### src/rtl/fma_mul_res_receiver.sv
// fma_mul_res_receiver
// Adder-side receiver for the multiplier's FMA intermediate product bundle.
// Each accepted bundle is split into sign/exponent/fraction for its format
// and decoded into one format-independent product operand, which is then
// registered for the adder datapath.
//
// Ports:
//   clk, rst_n                 clock, synchronous active-low reset
//   fma_mul_valid_i/ready_o    upstream handshake
//   format_i                   one-hot {f64,f32,f16}, captured with the bundle
//   fma_intermediate_res_i     packed product (f16 [26:0], f32 [55:0], f64 [116:0])
//   fma_mul_sticky_i           bits lost by the multiplier's right shift
//   fma_inputs_nan_inf_i       a multiplier input had an all-ones exponent
//   fma_mul_exp_gt_inf_i       product exponent beyond the infinity exponent
//   prod_valid_o/ready_i       downstream handshake
//   prod_*                     registered unpacked product operand
//
// Build option:
//   FMA_MUL_RECV_SKID_EN  defined   -> OUT register plus one skid entry,
//                                      registered upstream ready.
//                         undefined -> single OUT register, upstream ready
//                                      passes prod_ready_i through.

module fma_mul_res_receiver #(
    parameter int SIG_W = 106,
    parameter int EXP_W = 11
) (
    input  logic             clk,
    input  logic             rst_n,
    input  logic             fma_mul_valid_i,
    output logic             fma_mul_ready_o,
    input  logic [2:0]       format_i,
    input  logic [116:0]     fma_intermediate_res_i,
    input  logic             fma_mul_sticky_i,
    input  logic             fma_inputs_nan_inf_i,
    input  logic             fma_mul_exp_gt_inf_i,
    output logic             prod_valid_o,
    input  logic             prod_ready_i,
    output logic [2:0]       prod_format_o,
    output logic             prod_sign_o,
    output logic [EXP_W-1:0] prod_exp_o,
    output logic [SIG_W-1:0] prod_sig_o,
    output logic             prod_sticky_o,
    output logic             prod_is_zero_o,
    output logic             prod_is_inf_o,
    output logic             prod_is_nan_o,
    output logic             prod_invalid_o,
    output logic             prod_overflow_o
);

    localparam int FRAC_W = SIG_W - 1;

    typedef struct packed {
        logic [2:0]       format;
        logic             sign;
        logic [EXP_W-1:0] exponent;
        logic [SIG_W-1:0] sig;
        logic             sticky;
        logic             is_zero;
        logic             is_inf;
        logic             is_nan;
        logic             invalid;
        logic             overflow;
    } prod_t;

    localparam int    PROD_W   = $bits(prod_t);
    // Format sits in the top bits; reset leaves it at f64 with all data zero.
    localparam prod_t PROD_RST = prod_t'({3'b100, {(PROD_W - 3){1'b0}}});

    prod_t            dec;
    prod_t            out_q;
    logic             accept;
    logic             drain;
    logic             f_sign;
    logic [EXP_W-1:0] f_exp;
    logic [EXP_W-1:0] f_emax;
    logic [FRAC_W-1:0] f_frac;
    logic             f_msb;

    // Split the bundle by format. Fractions are left-justified into the
    // common 105-bit field so the adder never needs to know the format.
    always_comb begin
        f_sign = 1'b0;
        f_exp  = '0;
        f_emax = '0;
        f_frac = '0;
        f_msb  = 1'b0;
        if (format_i[2]) begin
            f_sign = fma_intermediate_res_i[116];
            f_exp  = fma_intermediate_res_i[115:105];
            f_emax = 11'h7FF;
            f_frac = fma_intermediate_res_i[104:0];
            f_msb  = fma_intermediate_res_i[104];
        end else if (format_i[1]) begin
            f_sign = fma_intermediate_res_i[55];
            f_exp  = {{(EXP_W - 8){1'b0}}, fma_intermediate_res_i[54:47]};
            f_emax = {{(EXP_W - 8){1'b0}}, 8'hFF};
            f_frac = {fma_intermediate_res_i[46:0], 58'b0};
            f_msb  = fma_intermediate_res_i[46];
        end else begin
            f_sign = fma_intermediate_res_i[26];
            f_exp  = {{(EXP_W - 5){1'b0}}, fma_intermediate_res_i[25:21]};
            f_emax = {{(EXP_W - 5){1'b0}}, 5'h1F};
            f_frac = {fma_intermediate_res_i[20:0], 84'b0};
            f_msb  = fma_intermediate_res_i[20];
        end
    end

    // Classify the product. Denormals and zeros report exponent 1 so the
    // adder can align them like normals with a clear hidden bit. A NaN with
    // a clear fraction MSB is the multiplier's sNaN marker and raises NV.
    // Overflow is suppressed when a special input already decides the result.
    always_comb begin
        dec          = PROD_RST;
        dec.format   = format_i;
        dec.sign     = f_sign;
        dec.exponent = (f_exp == '0) ? {{(EXP_W - 1){1'b0}}, 1'b1} : f_exp;
        dec.sig      = {(f_exp != '0), f_frac};
        dec.sticky   = fma_mul_sticky_i;
        dec.is_zero  = (f_exp == '0) && (f_frac == '0);
        dec.is_inf   = (f_exp == f_emax) && (f_frac == '0);
        dec.is_nan   = (f_exp == f_emax) && (f_frac != '0);
        dec.invalid  = (f_exp == f_emax) && (f_frac != '0) && !f_msb;
        dec.overflow = fma_mul_exp_gt_inf_i && !fma_inputs_nan_inf_i;
    end

    assign drain = prod_valid_o & prod_ready_i;

`ifdef FMA_MUL_RECV_SKID_EN

    localparam logic [1:0] ST_EMPTY = 2'd0;
    localparam logic [1:0] ST_ONE   = 2'd1;
    localparam logic [1:0] ST_FULL  = 2'd2;

    logic [1:0] state_q;
    logic [1:0] state_d;
    prod_t      skid_q;
    logic       ready_q;

    assign fma_mul_ready_o = ready_q;
    assign accept          = fma_mul_valid_i & ready_q;
    assign prod_valid_o    = (state_q != ST_EMPTY);

    // Occupancy of OUT plus SKID; FULL is the only state that refuses input.
    always_comb begin
        state_d = state_q;
        case (state_q)
            ST_EMPTY: if (accept) state_d = ST_ONE;
            ST_ONE: begin
                if (accept && !drain)      state_d = ST_FULL;
                else if (!accept && drain) state_d = ST_EMPTY;
            end
            ST_FULL:  if (drain) state_d = ST_ONE;
            default:  state_d = ST_EMPTY;
        endcase
    end

    // Ready is computed from the next state so it is a pure flop output and
    // never sees prod_ready_i combinationally.
    always_ff @(posedge clk) begin
        if (!rst_n) begin
            state_q <= ST_EMPTY;
            ready_q <= 1'b1;
            out_q   <= PROD_RST;
            skid_q  <= PROD_RST;
        end else begin
            state_q <= state_d;
            ready_q <= (state_d != ST_FULL);
            case (state_q)
                ST_EMPTY: if (accept) out_q <= dec;
                ST_ONE: begin
                    if (accept && drain) out_q  <= dec;
                    else if (accept)     skid_q <= dec;
                end
                ST_FULL:  if (drain) out_q <= skid_q;
                default:  ;
            endcase
        end
    end

`else

    localparam logic [0:0] ST_EMPTY = 1'b0;
    localparam logic [0:0] ST_ONE   = 1'b1;

    logic [0:0] state_q;

    assign fma_mul_ready_o = (state_q == ST_EMPTY) | prod_ready_i;
    assign accept          = fma_mul_valid_i & fma_mul_ready_o;
    assign prod_valid_o    = (state_q == ST_ONE);

    // Single output register: a new bundle may replace the one leaving in
    // the same cycle, so throughput stays at one per cycle.
    always_ff @(posedge clk) begin
        if (!rst_n) begin
            state_q <= ST_EMPTY;
            out_q   <= PROD_RST;
        end else if (accept) begin
            state_q <= ST_ONE;
            out_q   <= dec;
        end else if (drain) begin
            state_q <= ST_EMPTY;
        end
    end

`endif

    assign prod_format_o   = out_q.format;
    assign prod_sign_o     = out_q.sign;
    assign prod_exp_o      = out_q.exponent;
    assign prod_sig_o      = out_q.sig;
    assign prod_sticky_o   = out_q.sticky;
    assign prod_is_zero_o  = out_q.is_zero;
    assign prod_is_inf_o   = out_q.is_inf;
    assign prod_is_nan_o   = out_q.is_nan;
    assign prod_invalid_o  = out_q.invalid;
    assign prod_overflow_o = out_q.overflow;

endmodule

### config.mk
export PLATFORM = sky130hd
export DESIGN_NAME = fma_mul_res_receiver
export DESIGN_NICKNAME = d
export VERILOG_FILES = /design/src/rtl/fma_mul_res_receiver.sv
export SDC_FILE = /design/constraint.sdc
export NUM_CORES = 1
export LEC_CHECK = 0
export ABC_CLOCK_PERIOD_IN_PS = 2100
export CORE_MARGIN = 2
export CORE_UTILIZATION = 38
export CTS_CLUSTER_SIZE = 14
export DETAILED_ROUTE_END_ITERATION = 7
export PLACE_DENSITY = 0.74
export SLEW_MARGIN = 5
export SYNTH_ARGS = -nofsm -noshare
export SYNTH_HDL_FRONTEND = slang
export SYNTH_SLANG_ARGS = --single-unit
### constraint.sdc
create_clock -name clk -period 2.1 [get_ports clk]
set_input_delay 0.63 -clock clk [delete_from_list [all_inputs] [get_ports clk]]
set_output_delay 0.63 -clock clk [all_outputs]
set_load 0.02 [all_outputs]
Word level (Yosys, flattened, before mapping)
Cells that the tools add are included.

Bits in registers: 128. Input bits: 127.

Bitwise logic cells: 4. Equal/unequal tests: 1. Reduce and logical (&&, ||, !) cells: 12. Multiplexer cells: 13.

Operator list (number): $mux W105 (2); $logic_not A105 Y1 (1); $reduce_bool A105 Y1 (1); $mux W11 (3); $mux W8 (2); $eq A11 B11 Y1 (1); $logic_not A11 Y1 (1); $reduce_bool A11 Y1 (1); $mux W1 (6); $logic_and A1 B1 Y1 (5); $and A1 B1 Y1 (2); $logic_not A1 Y1 (2); $reduce_bool A2 Y1 (1); $not A1 Y1 (1); $or A1 B1 Y1 (1).

Longest topological paths before layout
Depth after elaboration: 5. Gate-level depth with buffers: 8.

Worst setup path before layout
Ideal clock, no wire load.

Path kind: in2reg. Start point: input prod_ready_i. End point: register out_q (netlist bit prod_sig_o[84]). Path slack: 48 ps. Data required time: 2030 ps. Setup time: 70 ps. Data arrival time: 1981 ps. Stages: 7. Cell sequence: nand2b_1 and2_1 clkbuf_1 buf_2 buf_1 nand2_1 a21oi_1.

Cells in the longest elaborated chain, start to end: 2.

RTL lines: start, declared (RTL line 38) `input logic prod_ready_i,`; $or A1 B1 Y1 (RTL line 188) `assign fma_mul_ready_o = (state_q == ST_EMPTY) | prod_ready_i;`; $and A1 B1 Y1 (RTL line 189) `assign accept = fma_mul_valid_i & fma_mul_ready_o;`; end signal, assigned (RTL line 197) `out_q <= PROD_RST;`; end signal, assigned (RTL line 200) `out_q <= dec;`; end, declared (RTL line 71) `prod_t out_q;`.

No other way between the ends. A chain may end at the register's enable or synchronous reset.

Worst setup path in the final report
Start point: register out_q (netlist bit prod_sig_o[23]). End point: output prod_sig_o[23].

RTL lines: end, declared (RTL line 42) `output logic [SIG_W-1:0] prod_sig_o,`.

No word-level cell between the ends.

==> flow_metrics.env <==
export IMPL_powerDensity_nw_per_um2=736
export IMPL_synth_top_cells_by_count="nand2_1 (157), dfxtp_1 (128), a21oi_1 (97)"
export IMPL_setup_viol=0
export IMPL_crit_path_max_fanout=2
export IMPL_place_area_um2=9330
export IMPL_syn_area_per_cell_um2=7.81
export IMPL_rr_endpoint="prod_is_zero_o"
export IMPL_ff2ff_path_depth=6
export IMPL_initial_core_util_pct=38.8
export IMPL_vias=6921
export IMPL_ant_nets=0
export IMPL_ctsHoldBuffers=0
export IMPL_grt_max_degree=43
export IMPL_seq_area_um2=2560
export IMPL_hold_viol_final=0
export IMPL_hold_end="prod_sig_o[15]"
export IMPL_die_y_um=126
export IMPL_whs_path_depth=2
export IMPL_final_cell_area_um2=10000
export IMPL_drtPass1Iterations=5
export IMPL_die_w_um=126
export IMPL_ys_seq_elements=128
export IMPL_insertion_delay_ns=0.42
export IMPL_period_needed_ns=2.06
export IMPL_syn_area_um2=5620
export IMPL_relSlewSlack_pct=69.9
export IMPL_drc_errors=0
export IMPL_status="completed"
export IMPL_endpoint_kind="output port"
export IMPL_crit_path_top_delay_cell="clkdlybuf4s50_1"
export IMPL_clock_sinks=128
export IMPL_synth_top_area_share_pct=45.6
export IMPL_yosysMostFrequentCell="nand2_1"
export IMPL_pin_count=256
export IMPL_startpoint_type="flip-flop"
export IMPL_numCtsBuffers=17
export IMPL_cts_tree="yes"
export IMPL_cap_violations=0
export IMPL_routed_via_density=5.44
export IMPL_period_share_pct=98.0
export IMPL_clk_pin_slew_ns=0.06
export IMPL_coreArea_um2=14500
export IMPL_grt_pass1_wl_mm=37.7
export IMPL_fmax_ghz=0.486
export IMPL_cts_buffer_depth=2
export IMPL_cp_slowest_stage_delay_ns=0.67
export IMPL_utilization_pct=69.2
export IMPL_critPathRequiredTime_ns=1.47
export IMPL_die_area_um2=15800
export IMPL_synthCells=720
export IMPL_hp_class="flip-flop to flip-flop"
export IMPL_fin_nets=1202
export IMPL_dp_hpwl_mm=19.2
export IMPL_synth_area_top_cells="dfxtp_1 (46%), nand2_1 (10%), a21oi_1 (8.6%), nand3_1 (6.0%), mux2i_1 (4.8%)"
export IMPL_ys_dominant_reg_cell="dfxtp_1"
export IMPL_antenna_found_initial=1
export IMPL_p_leak_nw=4.05
export IMPL_rrSetupSlack_ns=0.46
export IMPL_h_tree_depth=4
export IMPL_yosysWarnings=0
export IMPL_drt_total_wl_mm=25.2
export IMPL_wire_per_inst_um=19.8
export IMPL_tightest_slew_ns=0.447
export IMPL_cts_root_buf="clkbuf_16"
export IMPL_rr_startpoint="prod_valid_o"
export IMPL_synth_top_cell_by_area="dfxtp_1"
export IMPL_fillers=1209
export IMPL_rows=44
export IMPL_drive_above_1_share_pct=22.0
export IMPL_gp_congestion=0.959
export IMPL_yosysSeqAreaShare_pct=45.6
export IMPL_final_max_slew_viol_count=0
export IMPL_hold_start="prod_sig_o[15]"
export IMPL_synth_nets=847
export IMPL_rsz0062_at_grt="true"
export IMPL_finalClockSkew_ns=0.00357
export IMPL_synthToLayoutAreaGrowth_pct=78.1
export IMPL_first_iter_violations=625
export IMPL_vdd_drop_max_v=0.000567
export IMPL_overflow=0
export IMPL_grt_pass1_vias=6591
export IMPL_path_class="flip-flop to output port"
export IMPL_worstPathCellList="clkdlybuf4s50_1"
export IMPL_path_delay_family="buffers and inverters"
export IMPL_path_buf_inv=1
export IMPL_grt_usage_pct=31.1
export IMPL_multiInputGateArea_um2=2960
export IMPL_numPortBuffers=255
export IMPL_cp_arrival_ns=1.43
export IMPL_synth_async_reset_ratio_pct=0
export IMPL_synth_edff_count=0
export IMPL_synth_cell_types=39
[timing repair]
item	4_1_cts	5_1_grt
pin swaps	28	27
setup buffers	1	0
resized for setup	86	88
setup endpoints to repair	5	5
endpoints found under the hold margin	0	0
[metal layers]
| metal | global-route usage (%) | routed length, um | up-vias |
|---|---|---|---|
| met2 | 47.0 | 11300 | 353 |
| met1 | 40.5 | 10500 | 3229 |
| met3 | 9.35 | 2310 | 67 |
| met4 | 15.4 | 1050 | 0 |
| met5 | 0 | 0 | - |
| li1 | - | - | 3272 |
[registers in the layout, summed over array words and instances, names as in the netlist]
signal and cells:
prod_sig_o 106, prod_is_zero_o 1, prod_sticky_o 1, prod_sign_o 1
prod_valid_o 1, prod_overflow_o 1, prod_format_o 3, prod_invalid_o 1
prod_is_nan_o 1, prod_is_inf_o 1, prod_exp_o 11
[report_power, final]
| part | leakage, nW | total [mW] | switching (mW) | internal (mW) |
|---|---|---|---|---|
| sequential | 1.05 | 2.63 | 0.0721 | 2.56 |
| combinational | 2.70 | 1.59 | 0.824 | 0.766 |
| clock | 0.296 | 3.15 | 1.13 | 2.02 |
| total | 4.05 | 7.37 | 2.03 | 5.35 |
[cells by family after synthesis]
group           share of synthesized area (%)
compound gates                           18.7
mux                                      4.81
flops                                    45.6
simple gates                             25.7
buf+inv                                  5.23
[layout make-up]
class / instances / share of cell area (%)
well taps: 184 / 2.30
clock inverters: 13 / 1.86
repair buffers: 400 / 36.1
inverters: 3 / 0.137
flip-flops and latches: 128 / 25.6
multi-input cells: 525 / 29.6
clock buffers: 19 / 4.42
diodes: 1 / 0.0250
[through the flow]
stage          hold slack [ns]  setup WS (ns)  cells  power (mW)  setup TNS (ns)
3_5_place_dp             0.442         -0.803   1242        4.26          -24.65
5_1_grt                  0.470        -0.0359   1273        7.63         -0.0371
4_1_cts                  0.450        0.00250   1274        7.38               0
6_report                 0.451         0.0420   1273        7.37               0
3_3_place_gp             0.438         -0.823   1242        4.25          -22.98
2_1_floorplan            0.530         0.0485    720        3.28               0
[layout by cell type (no fill, tap or decap), drive strengths merged, types with 5 or more instances in the layout]
master and n:
clkdlybuf4s50 188, nor3 27, o21ai 31, a221oi 24, nor2 35, dfxtp 128, clkdlybuf4s15 11, a21oi 97
nor4 22, clkbuf 45, nand2 157, dlymetal6s2s 10, a211oi 5, dlygate4sd2 16, nand4 5, nand3 67
buf 149, mux2i 27
[how the worst max path moves through the flow]
stage,startpoint,endpoint,slack [ns],depth (start not counted)
detailed placement,fma_intermediate_res_i[56],prod_is_zero_o,-0.80,9
floorplan,prod_ready_i,prod_sig_o[84],0.05,7
global placement,fma_intermediate_res_i[56],prod_is_zero_o,-0.82,9
finish,prod_sig_o[23],prod_sig_o[23],0.04,1
global route,fma_intermediate_res_i[11],prod_is_zero_o,-0.04,8
CTS,fma_intermediate_res_i[19],prod_is_zero_o,0.003,8
Note: power is estimated with default switching activity, not from simulation.
